File: config.mk
export PLATFORM = sky130hd
export DESIGN_NAME = spike_matvec
export DESIGN_NICKNAME = d
export VERILOG_FILES = /design/src/rtl/spike_matvec.sv
export SDC_FILE = /design/constraint.sdc
export NUM_CORES = 1
export LEC_CHECK = 0
export CAP_MARGIN = 0
export CORE_MARGIN = 5
export CORE_UTILIZATION = 45
export DETAILED_ROUTE_END_ITERATION = 8
export DONT_BUFFER_PORTS = 1
export PLACE_DENSITY_LB_ADDON = 0.08
export SYNTH_ARGS = -nofsm -noshare
export SYNTH_HDL_FRONTEND = slang
export SYNTH_SLANG_ARGS = --single-unit
File: constraint.sdc
create_clock -name clk -period 3.4 [get_ports clk]
set_input_delay 0.17 -clock clk [delete_from_list [all_inputs] [get_ports clk]]
set_output_delay 0.17 -clock clk [all_outputs]
set_load 0.01 [all_outputs]
File: src/rtl/spike_matvec.sv
// Spiking mat-vec: I[r] = sum_c W[r][c] * s[c], one signed current per row to dest memory.
// Optional SPIKE_MATVEC_SATURATE_EN clamps each current to the signed DATA_W range instead of wrapping.
module spike_matvec #(
    parameter int ADDR_W = 14,
    parameter int DATA_W = 16,
    parameter int DIM_W  = 10,
    parameter int ACC_W  = 32
) (
    input  logic              clk,
    input  logic              reset,
    input  logic              start,
    output logic              done,
    input  logic [DIM_W-1:0]  row_size,
    input  logic [DIM_W-1:0]  col_size,
    input  logic [ADDR_W-1:0] src1_start_address,
    output logic [ADDR_W-1:0] src1_address,
    input  logic [DATA_W-1:0] src1_readdata,
    input  logic [ADDR_W-1:0] src2_start_address,
    output logic [ADDR_W-1:0] src2_address,
    input  logic [DATA_W-1:0] src2_readdata,
    input  logic [ADDR_W-1:0] dest_start_address,
    output logic [ADDR_W-1:0] dest_address,
    output logic [DATA_W-1:0] dest_writedata,
    output logic              dest_write_en
);

    typedef enum logic [1:0] {IDLE, RUN, DRAIN, WRITE} state_t;

    state_t state, state_nxt;

    logic [DIM_W-1:0]        row, col;
    logic [ADDR_W-1:0]       row_off;
    logic signed [ACC_W-1:0] acc, acc_add;
    logic                    rd_pend;
    logic                    sizes_ok, last_col, last_row, wr;
    logic [DATA_W-1:0]       result;

    assign sizes_ok = (row_size != '0) && (col_size != '0);
    assign last_col = (col == col_size - DIM_W'(1));
    assign last_row = (row == row_size - DIM_W'(1));

    // Spike bit gates the sign-extended weight; upper spike-word bits are don't-care.
    assign acc_add = src2_readdata[0] ? ACC_W'($signed(src1_readdata)) : '0;

    always_ff @(posedge clk) begin
        if (reset) state <= IDLE;
        else       state <= state_nxt;
    end

    always_comb begin
        state_nxt = state;
        case (state)
            IDLE:    if (start && sizes_ok) state_nxt = RUN;
            RUN:     if (last_col) state_nxt = DRAIN;
            DRAIN:   state_nxt = WRITE;
            WRITE:   state_nxt = last_row ? IDLE : RUN;
            default: state_nxt = IDLE;
        endcase
    end

    always_ff @(posedge clk) begin
        if (reset) begin
            row     <= '0;
            col     <= '0;
            row_off <= '0;
            acc     <= '0;
            rd_pend <= 1'b0;
        end else begin
            // Read data lags the address by one cycle, so track what was issued.
            rd_pend <= (state == RUN);
            case (state)
                IDLE: if (start && sizes_ok) begin
                    row     <= '0;
                    col     <= '0;
                    row_off <= '0;
                    acc     <= '0;
                end
                RUN: begin
                    if (rd_pend)   acc <= acc + acc_add;
                    if (!last_col) col <= col + DIM_W'(1);
                end
                DRAIN: if (rd_pend) acc <= acc + acc_add;
                WRITE: begin
                    acc <= '0;
                    col <= '0;
                    if (last_row) begin
                        row     <= '0;
                        row_off <= '0;
                    end else begin
                        row     <= row + DIM_W'(1);
                        row_off <= row_off + ADDR_W'(col_size);
                    end
                end
                default: ;
            endcase
        end
    end

`ifdef SPIKE_MATVEC_SATURATE_EN
    localparam logic signed [ACC_W-1:0] SAT_MAX = ACC_W'((2 ** (DATA_W - 1)) - 1);
    localparam logic signed [ACC_W-1:0] SAT_MIN = -ACC_W'(2 ** (DATA_W - 1));

    always_comb begin
        result = acc[DATA_W-1:0];
        if (acc > SAT_MAX)      result = SAT_MAX[DATA_W-1:0];
        else if (acc < SAT_MIN) result = SAT_MIN[DATA_W-1:0];
    end

    logic unused_ok;
    assign unused_ok = &{1'b0, src2_readdata[DATA_W-1:1]};
`else
    assign result = acc[DATA_W-1:0];

    logic unused_ok;
    assign unused_ok = &{1'b0, src2_readdata[DATA_W-1:1], acc[ACC_W-1:DATA_W]};
`endif

    // Strobe is gated by reset so an aborted job never writes on the reset cycle.
    assign wr             = (state == WRITE) && !reset;
    assign dest_write_en  = wr;
    assign dest_writedata = wr ? result : '0;
    assign done           = (state == IDLE);

    // Counters sit at zero in IDLE, so addresses track the start addresses there.
    assign src1_address = src1_start_address + row_off + ADDR_W'(col);
    assign src2_address = src2_start_address + ADDR_W'(col);
    assign dest_address = dest_start_address + ADDR_W'(row);

endmodule

# Yosys cells after proc, flatten, opt, wreduce, memory -nomap -nowiden
# Cells that the tools add are included.
[totals] ff_bits=69 latchBits=0 mem_bits_rw=0 rom_bits=0 input_bits=97 output_inout_bits=60 word_cells=56 n_memories=0
[op_classes] add_sub_neg=10 mul=0 div=0 magnitude_cmp=0 eq_ne=9 n_shift=0 n_mux=17 n_bitwise=0 reduce_logical=14
[op_table] operator="$mux 32" n=3
[op_table] operator="$pmux 32 s3" n=1
[op_table] operator="$add 14x10->14" n=4
[op_table] operator="$add 32x32->32" n=1
[op_table] operator="$mux 10" n=3
[op_table] operator="$pmux 10 s3" n=1
[op_table] operator="$mux 14" n=2
[op_table] operator="$pmux 14 s2" n=1
[op_table] operator="$add 10x1->10 const B" n=2
[op_table] operator="$eq 10x10->1" n=2
[op_table] operator="$pmux 10 s2" n=1
[op_table] operator="$reduce_bool 10->1" n=2
[op_table] operator="$sub 10x1->10 const B" n=2
[op_table] operator="$mux 16" n=1
[op_table] operator="$add 14x14->14" n=1
[op_table] operator="$pmux 2 s4" n=1
[op_table] operator="$reduce_and 2->1" n=3
[op_table] operator="$eq 2x2->1 const B" n=2
[op_table] operator="$mux 2" n=2
[op_table] operator="$ne 2x1->1 const B" n=2
[op_table] operator="$ne 2x2->1 const B" n=2
[op_table] operator="$logic_and 1x1->1" n=3
[op_table] operator="$reduce_and 3->1" n=1
[op_table] operator="$reduce_bool 3->1" n=1
[op_table] operator="6 further kinds" n=6

# Longest topological paths before layout
[logic_depth] depth_word=5 depth_mapped=13 depth_no_buf=13

# Worst setup path after synthesis
# No wires, ideal clock.
[synth_path] path_kind="register to output" from="register col[1]" to="output port src1_address[13]" arrival_time_ps=2832 required_ps=3230 setup_slack_ps=398 path_stages_with_launch=12 n_path_buf=0 cell_sequence="dfxtp_1 > fa_1 > ha_1 > fa_1 > a21o_1 > a21oi_1 > nor2b_1 > o21a_1 > o22ai_1 > o21ai_0 > o41ai_1 > xnor2_1"
[synth_via] elab_chain_len=1
[synth_lines] item="start, declared" line_no="31" source="logic [DIM_W-1:0] row, col;"
[synth_lines] item="start signal, assigned" line_no="80" source="if (!last_col) col <= col + DIM_W'(1);"
[synth_lines] item="$add 14x10->14" line_no="125" source="assign src1_address = src1_start_address + row_off + ADDR_W'(col);"
[synth_lines] item="end, declared" line_no="16" source="output logic [ADDR_W-1:0] src1_address,"
# No other way between the ends.

# Worst setup path in the final report
[layout_path] from="register row[1]" to="output port dest_address[10]"
[layout_via] elab_chain_len=1
[layout_lines] item="start, declared" line_no="31"
[layout_lines] item="start signal, assigned" line_no="90" source="row <= row + DIM_W'(1);"
[layout_lines] item="$add 14x10->14" line_no="127" source="assign dest_address = dest_start_address + ADDR_W'(row);"
[layout_lines] item="end, declared" line_no="22" source="output logic [ADDR_W-1:0] dest_address,"
# No other way between the ends.

==> impl_metrics.json <==
{
  "yosys_warnings": 0,
  "clock_path_buffers": 2,
  "area_growth_pct": 7.09,
  "grt_pass1_vias": 5624,
  "worstPathBufferInverterCount": 2,
  "finalHoldViolCount": 0,
  "fin_nets": 961,
  "place_inst": 948,
  "synth-seq-area-share_pct": 17.4,
  "ys_seq_elements": 53,
  "final_util_pct": 49.2,
  "power.leakage_nw": 2.77,
  "drt_iter0_drc": 431,
  "cts_tree": "built",
  "gr-total-overflow": 0,
  "cts_inserted_buffers": 5,
  "syn_avg_cell_area_um2": 7.77,
  "setup_viol": 0,
  "rr_startpoint": "row_off[0]",
  "clkTransAtPathRegs_ns": 0.08,
  "synth_ff_type": "dfxtp_1",
  "grt_pass1_wl_um": 26900,
  "status": "finished, final reports clean",
  "seq_area_um2": 1070,
  "htree_levels": 2,
  "min_from": "reset",
  "routedWlPerCell_um": 17.0,
  "cp_common_cell": "o21ai_0",
  "cp_max_fo": 9,
  "die_h_um": 126,
  "vias": 5669,
  "placed_cell_area_um2": 6300,
  "viasPerCell": 5.92,
  "antenna_found_initial": 0,
  "cp_data_required_time_ns": 3.23,
  "cp-end-kind": "primary output",
  "cp.arrival_ns": 3.03,
  "postRouteAntennaNets": 0,
  "first_pass_iters": 5,
  "clock_latency_ns": 0.31,
  "maxCapViolations": 0,
  "drive_gt1_share_pct": 6.91,
  "start_util_pct": 45.9,
  "synth_area_um2": 6080,
  "diodes": 0,
  "maxSlewHeadroom_pct": 29.6,
  "path_class": "register to primary output",
  "fin_crit_sh_pct": 94.3,
  "io_buffers": 0,
  "die_width_um": 126,
  "irDropWorstVdd_v": 0.000242,
  "p_per_area_nw_per_um2": 355,
  "whs_ns": 0.0414,
  "holdPathEnd": "acc[15]",
  "ys_async_sr_fraction_pct": 0,
  "finish.instance_area_um2": 6520,
  "cpMaxStageDelayCell": "dfxtp_1",
  "pin_count": 157,
  "min_path_cells": 1,
  "synthesis.instances": 783,
  "yosys.cell_types.count": 73,
  "routabilityCongestion": 0.868,
  "grt_max_degree": 24,
  "fin_cells": 958,
  "cpPeakStageDelay_ns": 0.54,
  "worstMarginPinSlew_ns": 1.05,
  "drv_slew": 0,
  "fmax_mhz": 312,
  "finalClockSkew_ns": 0.0139,
  "track_usage_pct": 20.1,
  "r2r_cells": 11,
  "synth_edf_count": 0,
  "core_um2": 13200,
  "dieArea_um2": 15900,
  "fillers": 1320,
  "worst_setup_path_start_kind": "register",
  "reg2reg_setup_slack_ns": 0.59,
  "route.detailed.drc": 0,
  "row_count": 42,
  "crit_chain": "inv_1 > fa_1 > nor2b_1 > o21ai_0 > a21boi_0 > o21ai_0 > a21oi_1 > o31ai_1 > a211o_1 > o311ai_0 > buf_4",
  "hold_path_class": "primary input to register",
  "cts_sinks": 53,
  "syn_nets": 963,
  "r2r_end": "row_off[12]",
  "crit_family": "compound AO/OA/AOI/OAI gates",
  "routed_wl_um": 16300,
  "finalCriticalPeriod_ns": 3.20,
  "hpwlAfterDp_um": 13000,
  "clock_tree.root_cell": "clkbuf_16",
  "multi_input_area_um2": 4750
}
Yosys cell counts (all sizes together) (3+ instances only):
cell | number | area (um^2)
a2111oi | 3 | 26.3
a211o | 7 | 61.3
a211oi | 5 | 37.5
a21boi | 8 | 82.6
a21o | 9 | 67.6
a21oi | 48 | 244
a22oi | 3 | 22.5
a31oi | 10 | 62.6
and2 | 19 | 119
and3 | 24 | 150
buf | 7 | 38.8
clkbuf | 18 | 67.6
dfxtp | 53 | 1060
fa | 15 | 300
ha | 68 | 851
inv | 55 | 206
mux2i | 5 | 50.1
nand2 | 66 | 250
nand2b | 4 | 25.0
nand3 | 31 | 155
nand3b | 3 | 22.5
nand4 | 15 | 93.8
nand4b | 8 | 70.1
nor2 | 60 | 228
nor2b | 8 | 50.1
nor3 | 23 | 120
nor3b | 5 | 37.5
nor4 | 8 | 50.1
o211ai | 13 | 103
o21a | 7 | 52.6
o21ai | 38 | 190
o22ai | 4 | 25.0
o311ai | 4 | 35.0
o31ai | 8 | 60.1
or2 | 5 | 33.8
or3 | 4 | 30.0
or4b | 5 | 50.1
xnor2 | 50 | 438
xor2 | 28 | 245
placed cells by master (no fill, tap or decap), drive strengths merged, types with 19 or more instances in the layout:
cell / netlist / layout
nand3: 31 / 31
and2: 19 / 19
xnor2: 50 / 50
a21oi: 48 / 48
and3: 24 / 24
nor2: 60 / 60
inv: 55 / 56
nor3: 23 / 23
xor2: 28 / 28
nand2: 66 / 66
o21ai: 38 / 38
ha: 68 / 68
dfxtp: 53 / 53
registers in the layout, indices dropped and copies added, names as in the netlist:
name / cells
acc: 16
row_off: 14
col: 10
row: 10
state: 2
rd_pend: 1
metal layers:
| metal | track usage [%] | wire length, um |
|---|---|---|
| met5 | 0 | 0 |
| met1 | 25.5 | 7300 |
| met2 | 33.8 | 7700 |
| met4 | 6.12 | 312 |
| met3 | 4.66 | 1000 |
how the worst max path moves through the flow:
| stage | start | end | cells after the start | slack, ns |
|---|---|---|---|---|
| after floorplan | col[1] | src1_address[13] | 11 | 0.40 |
| after global placement | row_off[1] | src1_address[13] | 11 | 0.18 |
| after detailed placement | row_off[1] | src1_address[13] | 11 | 0.15 |
| after CTS | row_off[2] | src1_address[12] | 10 | 0.04 |
| after global routing | col[1] | src1_address[13] | 11 | -0.002 |
| final | row[1] | dest_address[10] | 11 | 0.20 |
cell type report:
type,count,share of cell area [%]
Sequential cell,53,16.4
Inverter,55,3.17
Timing Repair Buffer,16,1.88
Tap cell,176,3.38
Clock buffer,5,1.92
Clock inverter,3,0.403
Multi-Input combinational cell,650,72.9
power by group:
part           switching [mW]  leakage, nW  internal (mW)  total, mW
combinational           0.669         2.27          0.376       1.04
sequential             0.0468        0.430          0.674      0.721
clock                   0.269       0.0744          0.280      0.548
total                   0.984         2.77           1.33       2.31
stage by stage:
stage	setup slack [ns]	TNS, ns	total power [mW]
2_1_floorplan	0.398	0	1.55
3_3_place_gp	0.179	0	1.76
3_5_place_dp	0.155	0	1.77
4_1_cts	0.0429	0	2.33
5_1_grt	-0.00154	-0.00154	2.50
6_report	0.195	0	2.31
timing repair:
action,in CTS,in global routing
resized for setup,4,12
setup endpoints to repair,1,6
buffers inserted,0,1
pin swaps,1,5
hold buffers,1,0
cloned,0,0
endpoints found under the hold margin,22,0
logic make-up (layout without fill, tap and decap cells):
logic type                 Yosys count  count (layout)  share of synthesized area (%)
and+or+nand+nor                    293             293                           25.1
AOI/OAI and AO/OA                  190             190                           21.2
xor gates and xnor gates            78              78                           11.2
DFF                                 53              53                           17.4
adders and majority gates           83              83                           18.9
muxes                                6               6                           1.01
buffers and inverters               80              79                           5.14
(Power assumes the default switching activity.)
